==> src/rtl/booth_mult_sched.sv <==
// booth_mult_sched: round-robin scheduler in front of one shared 4x4 signed
// Booth multiplier. It grants one requester, registers that requester's
// operands, registers the product and returns it with the requester id.

// Combinational radix-2 Booth multiplier, signed W x W -> 2W.
module booth4bit #(
   parameter int unsigned W = 4
) (
   input  logic [W-1:0]   a_i,
   input  logic [W-1:0]   b_i,
   output logic [2*W-1:0] p_o
);

   logic [2*W-1:0] a_ext;
   logic           prev_bit;

   // Scan the multiplier bit pairs: 01 adds the shifted multiplicand, 10 subtracts it.
   always_comb begin
      a_ext    = {{W{a_i[W-1]}}, a_i};
      p_o      = '0;
      prev_bit = 1'b0;
      for (int unsigned i = 0; i < W; i++) begin
         case ({b_i[i], prev_bit})
            2'b01:   p_o = p_o + (a_ext << i);
            2'b10:   p_o = p_o - (a_ext << i);
            default: p_o = p_o;
         endcase
         prev_bit = b_i[i];
      end
   end

endmodule

module booth_mult_sched #(
   parameter int unsigned NREQ  = 2,
   parameter int unsigned WIDTH = 4
) (
   input  logic                                 clk,
   input  logic                                 rst_n,
   input  logic [NREQ-1:0]                      req_valid_i,
   output logic [NREQ-1:0]                      req_ready_o,
   input  logic [NREQ*WIDTH-1:0]                req_a_i,
   input  logic [NREQ*WIDTH-1:0]                req_b_i,
   output logic                                 rsp_valid_o,
   input  logic                                 rsp_ready_i,
   output logic [(NREQ > 1 ? $clog2(NREQ) : 1)-1:0] rsp_id_o,
   output logic [2*WIDTH-1:0]                   rsp_p_o
);

   localparam int unsigned IDW = (NREQ > 1) ? $clog2(NREQ) : 1;
   localparam int unsigned PW  = 2 * WIDTH;

   typedef enum logic [1:0] {
      IDLE = 2'd0,
      MUL  = 2'd1,
      RESP = 2'd2
   } state_e;

   state_e           state_q, state_d;
   logic [WIDTH-1:0] a_q, a_d;
   logic [WIDTH-1:0] b_q, b_d;
   logic [IDW-1:0]   id_q, id_d;
   logic [IDW-1:0]   last_q, last_d;
   logic             rsp_valid_q, rsp_valid_d;
   logic [IDW-1:0]   rsp_id_q, rsp_id_d;
   logic [PW-1:0]    rsp_p_q, rsp_p_d;

   logic             grant_vld;
   int unsigned      grant_sel;
   int unsigned      cand;
   logic [PW-1:0]    prod;

   // The operand registers feed the multiplier directly; its result is captured in MUL.
   booth4bit #(.W(WIDTH)) u_booth (
      .a_i (a_q),
      .b_i (b_q),
      .p_o (prod)
   );

   // Rotating priority: search from the requester after the last winner, wrapping.
   always_comb begin
      grant_vld = 1'b0;
      grant_sel = 0;
      cand      = 0;
      for (int unsigned k = 1; k <= NREQ; k++) begin
         cand = (32'(last_q) + k) % NREQ;
         if (!grant_vld && req_valid_i[cand]) begin
            grant_vld = 1'b1;
            grant_sel = cand;
         end
      end
   end

   // Next-state, operand capture and response update; req_ready is combinational.
   always_comb begin
      state_d     = state_q;
      a_d         = a_q;
      b_d         = b_q;
      id_d        = id_q;
      last_d      = last_q;
      rsp_valid_d = rsp_valid_q;
      rsp_id_d    = rsp_id_q;
      rsp_p_d     = rsp_p_q;
      req_ready_o = '0;
      case (state_q)
         IDLE: begin
            if (grant_vld) begin
               req_ready_o[grant_sel] = rst_n;
               a_d     = req_a_i[grant_sel*WIDTH +: WIDTH];
               b_d     = req_b_i[grant_sel*WIDTH +: WIDTH];
               id_d    = IDW'(grant_sel);
               last_d  = IDW'(grant_sel);
               state_d = MUL;
            end
         end
         MUL: begin
            rsp_p_d     = prod;
            rsp_id_d    = id_q;
            rsp_valid_d = 1'b1;
            state_d     = RESP;
         end
         RESP: begin
            if (rsp_ready_i) begin
               rsp_valid_d = 1'b0;
               state_d     = IDLE;
            end
         end
         default: begin
            state_d = IDLE;
         end
      endcase
   end

   // State and datapath registers; reset discards any in-flight product.
   always_ff @(posedge clk or negedge rst_n) begin
      if (!rst_n) begin
         state_q     <= IDLE;
         a_q         <= '0;
         b_q         <= '0;
         id_q        <= '0;
         last_q      <= IDW'(NREQ - 1);
         rsp_valid_q <= 1'b0;
         rsp_id_q    <= '0;
         rsp_p_q     <= '0;
      end else begin
         state_q     <= state_d;
         a_q         <= a_d;
         b_q         <= b_d;
         id_q        <= id_d;
         last_q      <= last_d;
         rsp_valid_q <= rsp_valid_d;
         rsp_id_q    <= rsp_id_d;
         rsp_p_q     <= rsp_p_d;
      end
   end

   assign rsp_valid_o = rsp_valid_q;
   assign rsp_id_o    = rsp_id_q;
   assign rsp_p_o     = rsp_p_q;

endmodule
==> config.mk <==
export PLATFORM = sky130hd
export DESIGN_NAME = booth_mult_sched
export DESIGN_NICKNAME = d
export VERILOG_FILES = /design/src/rtl/booth_mult_sched.sv
export SDC_FILE = /design/constraint.sdc
export NUM_CORES = 1
export LEC_CHECK = 0
export ABC_AREA = 1
export BUFFER_PORTS_ARGS = -buffer_cell sky130_fd_sc_hd__buf_2
export CORE_MARGIN = 3
export CORE_UTILIZATION = 30
export CTS_CLUSTER_DIAMETER = 60
export DETAILED_ROUTE_END_ITERATION = 8
export GPL_TIMING_DRIVEN = 0
export HOLD_SLACK_MARGIN = 0.02
export SYNTH_ARGS = -nofsm -noshare
export SYNTH_HDL_FRONTEND = slang
export SYNTH_HIERARCHICAL = 1
export SYNTH_SLANG_ARGS = --single-unit
==> constraint.sdc <==
create_clock -name clk -period 5.99 [get_ports clk]
set_clock_uncertainty 0.05 [all_clocks]
set_input_delay 0.599 -clock clk [delete_from_list [all_inputs] [get_ports clk]]
set_output_delay 0.599 -clock clk [all_outputs]
set_load 0.02 [all_outputs]
Yosys cells after proc, flatten, opt, wreduce, memory -nomap -nowiden
Cells that the tools add are included.
{"block": "totals", "word_cells": 63, "latch_bits": 0, "memories": 0, "in_bits": 21, "output_inout_bits": 12, "rom_bits": 0, "regBits": 22, "ramBits": 0}
{"block": "op_classes", "magnitude_cmp": 4, "n_eq_ne": 10, "bitwise_logic": 1, "n_addsub": 9, "shift": 2, "muxes": 21, "multipliers": 0, "n_reduce_logical": 8, "div_mod_pow": 0}
{"operator": "indexed part select 8 x 33 -> 4 bit", "n": 2}
{"operator": "case mux 8 bit (2 select lines)", "n": 3}
{"operator": "greater-or-equal comparator 32 x 1 -> 1 bit (second input constant)", "n": 1}
{"operator": "< comparator 32 x 2 -> 1 bit (second input constant)", "n": 1}
{"operator": "adder 8 bit", "n": 3}
{"operator": "subtractor 8 bit", "n": 3}
{"operator": "two-way mux 1 bit", "n": 10}
{"operator": "== test 2 x 1 -> 1 bit (second input constant)", "n": 4}
{"operator": "== test 2 bit (second input constant)", "n": 4}
{"operator": "two-way mux 2 bit", "n": 4}
{"operator": "two-way mux 8 bit", "n": 1}
{"operator": "case mux 2 bit (3 select lines)", "n": 1}
{"operator": "AND reduction 2 bit", "n": 3}
{"operator": "subtractor 1 x 4 -> 5 bit (first input constant)", "n": 1}
{"operator": "< comparator 1 x 2 -> 1 bit (second input constant)", "n": 2}
{"operator": "inequality test 2 bit (second input constant)", "n": 2}
{"operator": "adder 1 bit (second input constant)", "n": 2}
{"operator": "AND 2 bit", "n": 1}
{"operator": "logical AND 1 bit", "n": 2}
{"operator": "logical NOT 2 bit", "n": 1}
{"operator": "case mux 1 bit (2 select lines)", "n": 1}
{"operator": "nonzero test 2 bit", "n": 1}
{"operator": "demux 1 bit (select 1 bit)", "n": 1}
{"operator": "logical NOT 1 bit", "n": 1}

Depth between registers and ports, before layout
{"block": "logic_depth", "word_depth": 14, "depth_mapped": 35, "depth_no_buf": 35}

Hierarchy
The synthesis kept the hierarchy.
{"module": "booth4bit", "n_inst": 1, "seq_area_each_um2": 0.0, "area_per_inst_um2": 1151.1, "cells_per_inst": 200}
{"module": "booth_mult_sched", "n_inst": 1, "seq_area_each_um2": 551.8, "area_per_inst_um2": 1088.5, "cells_per_inst": 132}

Worst setup path before layout
Ideal clock, no wire load.
{"block": "synth_timing", "kind": "register to register", "from": "reg a_q[0]", "to": "reg rsp_p_q[7], in the netlist rsp_p_o[7]", "path_stages_with_launch": 32, "period_less_slack_ns": 4.646, "n_path_buf": 0, "t_arrival_ns": 4.479, "setup_time_ns": 0.117, "path_slack_ns": 1.344, "path_cell_list": "dfrtp_1 inv_1 ha_1 inv_1 nand2_1 nand2_2 nor2_1 inv_1 fa_1 nand2_1 o21ai_0 ha_1 inv_1 fa_1 a21o_1 a21oi_1 o21ai_0 a21oi_1 xnor2_1 inv_1 ha_1 nand2_1 nor2_1 a211oi_1 nor2_1 nor3b_1 nand3b_1 nand2_1 nor2_1 nor2_1 nand2_1 nand2_1"}
{"block": "synth_between", "elab_chain_cells": 8, "word_cells_on_any_way": 11}
{"item": "start, declared", "line": "60", "source": "logic [WIDTH-1:0] a_q, a_d;"}
{"item": "start signal, assigned", "line": "138", "source": "a_q <= '0;"}
{"item": "start signal, assigned", "line": "147", "source": "a_q <= a_d;"}
{"item": "subtractor 1 x 4 -> 5 bit", "line": "25", "source": "2'b10: p_o = p_o - (a_ext << i);"}
{"item": "two-way mux 8 bit", "line": "23", "source": "case ({b_i[i], prev_bit})"}
{"item": "subtractor 8 bit or adder 8 bit (tied branches)", "line": "25, 24"}
{"item": "case mux 8 bit (2 select lines)", "line": "23"}
{"item": "subtractor 8 bit or adder 8 bit (tied branches)", "line": "25, 24"}
{"item": "case mux 8 bit (2 select lines)", "line": "23"}
{"item": "subtractor 8 bit or adder 8 bit (tied branches)", "line": "25, 24"}
{"item": "case mux 8 bit (2 select lines) *", "line": "23"}
{"item": "named net prod[7]", "line": "71", "source": "logic [PW-1:0] prod;"}
{"item": "end signal, assigned", "line": "153", "source": "rsp_p_q <= rsp_p_d;"}
{"item": "end, declared", "line": "66", "source": "logic [PW-1:0] rsp_p_q, rsp_p_d;"}
Mark *: on every way through the listed nets, which the timed path passes. The rest lies on a longest branch.
A chain may end at the register's enable or synchronous reset.

Worst setup path after layout
Ends and elaborated chain as after synthesis.

==> results.py <==
metrics = {
    "outcome": {
        "run_status": "finished clean",
    },
    "global_route": {
        "grt_max_degree": 24,
        "grt_pass1_vias": 1954,
        "antenna_found_initial": 0,
        "grt_use_total_pct": 11.8,
        "grt_pass1_wl_um": 8580,
        "grt_overflow": 0,
    },
    "die": {
        "die_y_um": 92.4,
        "dieArea_um2": 8540,
        "dieWidth_um": 92.4,
        "core-area_um2": 7020,
        "rows": 30,
        "start_util_pct": 31.9,
        "pin_count": 33,
    },
    "yosys": {
        "synth_top_area_cell": "dfrtp_1",
        "ys.flop_type": "dfrtp_1",
        "synth_cell_types": 37,
        "synth_nets": 371,
        "synth_area_leaders": "dfrtp_1 (23%), nand2_1 (18%), ha_1 (8.4%)",
        "synth_seq_cells": 22,
        "syn_inst": 332,
        "synth_common_cells": "nand2_1 (106), inv_1 (48), nand3_1 (35)",
        "synth_top_area_share_pct": 23.5,
        "syn_area_per_cell_um2": 6.75,
        "ys_seq_area_share_pct": 24.6,
        "synth_warnings": 6,
        "netlist_area_um2": 2240,
        "yosysMostFrequentCell": "nand2_1",
        "synth_edf_count": 0,
        "async_flop_share_pct": 100,
    },
    "clocking": {
        "cts_sinks": 22,
        "post_cts_resized": 0,
        "cts_root_buf": "clkbuf_8",
        "clock_latency_ns": 0.26,
        "tritoncts": "done",
        "clkTransAtPathRegs_ns": 0.08,
        "htree_num_levels": 1,
        "clockBufferDepth": 2,
        "numCtsBuffers": 3,
        "post_cts_buffers": 0,
        "holdBufCountCts": 0,
    },
    "sta": {
        "slew_viol_final": 0,
        "period_needed_ns": 5.40,
        "setup_tns_ns": 0,
        "hold_viol": 0,
        "final-setup-viol-count": 0,
        "slew_headroom_pct": 66.2,
        "hold_ws_ns": 0.244,
        "rsz0062_at_grt": "false",
        "worst_pin_slew_ns": 0.502,
        "maxClockFrequency_mhz": 185,
        "finalCritPeriodShare_pct": 90.2,
    },
    "placed_design": {
        "gp_congestion": 0.857,
        "port_buffers": 31,
        "hpwl_um": 4150,
    },
    "layout": {
        "drive_above_1_share_pct": 21.3,
        "area_growth_pct": 15.5,
        "antennaDiodeCount": 0,
        "layout.nets": 407,
    },
    "worst_setup_path": {
        "crit_top_cell": "nand2_1",
        "cp_data_required_time_ns": 6.10,
        "crit_path_start_kind": "flip-flop",
        "crit_fanout": 7,
        "cp.arrival_ns": 5.51,
        "cp-end-kind": "flip-flop",
        "slowest_delay_ns": 0.53,
        "worst_path_max_delay_cell": "fa_1",
        "crit_type": "flip-flop to flip-flop",
    },
    "hold_path": {
        "hp-class": "input port to asynchronous set/reset pin",
    },
    "flow_run": {
        "cap_violations": 0,
    },
    "drt": {
        "drc": 0,
        "vias": 2085,
        "vias_per_cell": 4.50,
        "drt_iter0_drc": 125,
        "ant_nets": 0,
        "wl_um": 4880,
        "first_pass_iters": 4,
        "route.detailed.wl_per_inst_um": 10.5,
    },
}
-- cell type report --
cell class | count | area (um2)
fillers | 782 | 4430
multi-input cells | 248 | 1440
flip-flops and latches | 22 | 552
inverters | 60 | 228
repair buffers | 31 | 155
well taps | 96 | 120
clock buffers | 3 | 41.3
clock inverters | 1 | 30.0
plain buffers | 2 | 22.5
-- sequential cells by signal, indices dropped and copies added (netlist names) --
register / cells
rsp_valid_o: 1
a_q: 4
b_q: 4
rsp_id_o: 1
state_q: 2
id_q: 1
last_q: 1
rsp_p_o: 8
-- stage by stage --
step	util [%]	setup slack, ns	instance area [um2]	std cells
after floorplan	-	1.34	2240	332
after global placement	35.8	0.678	2510	459
after detailed placement	35.8	0.563	2510	459
after CTS	36.8	0.529	2590	463
after global routing	36.8	0.00134	2590	463
final	36.8	0.585	2590	463
-- worst paths after layout --
kind                                         from                     end  slack, ns  cells past startpoint
max                            a_q[0]$_DFFE_PN0P_  rsp_p_o[7]$_DFFE_PN0P_       0.59                     31
min                                         rst_n  rsp_p_o[1]$_DFFE_PN0P_       0.24                      1
max reg2reg                    a_q[0]$_DFFE_PN0P_  rsp_p_o[7]$_DFFE_PN0P_       0.59                     31
min reg2reg                rsp_p_o[6]$_DFFE_PN0P_  rsp_p_o[6]$_DFFE_PN0P_       0.42                      2
max in group asynchronous                   rst_n      last_q$_DFFE_PN1P_       5.28                      1
min in group clk           rsp_p_o[6]$_DFFE_PN0P_  rsp_p_o[6]$_DFFE_PN0P_       0.42                      2
-- layout by cell type (no fill, tap or decap), types with 3 or more instances in the layout --
cell      synthesis  layout
nand2_4           5       5
inv_1            48      48
clkbuf_8          0       3
nand2_2           7       7
o21ai_0          16      16
buf_2             0      31
inv_2            11      11
nand2_1         106     106
nand3_1          35      35
o21ai_1           4       4
nor2_1           11      11
a21oi_1          12      12
fa_1              3       3
mux2i_1           3       3
ha_1             15      15
nor2_2            3       3
xor2_1            3       3
dfrtp_1          21      21
nor2_4            3       3
-- routing by layer --
layer,share of wire [%],routed length [um],vias up,GRT usage (%)
met4,0.80,39,0,2.10
met1,51,2490,919,17.1
met5,0,0,-,0
met2,45,2190,39,18.7
li1,-,-,1123,-
met3,3.2,158,4,1.71
-- worst max-delay path, delay by kind of cell, from the launching register on --
kind | cells | cell delay (ns)
fa+ha+maj | 5 | 1.73
xor+xnor | 1 | 0.18
simple gates | 14 | 1.39
compound gates | 6 | 0.98
flops | 1 | 0.45
buf+inv | 5 | 0.50
-- cell families after synthesis --
logic type / Yosys count / synth area share, %
xor gates and xnor gates: 5 / 1.96
DFF: 22 / 24.6
and+or+nand+nor: 181 / 39.6
adders and majority gates: 18 / 11.1
muxes: 3 / 1.34
buffers and inverters: 62 / 11.2
AOI/OAI and AO/OA: 41 / 10.2
Power is left out: the tool's default activity adds up to more than one toggle a clock period on the data nets, which glitch-free logic cannot reach.
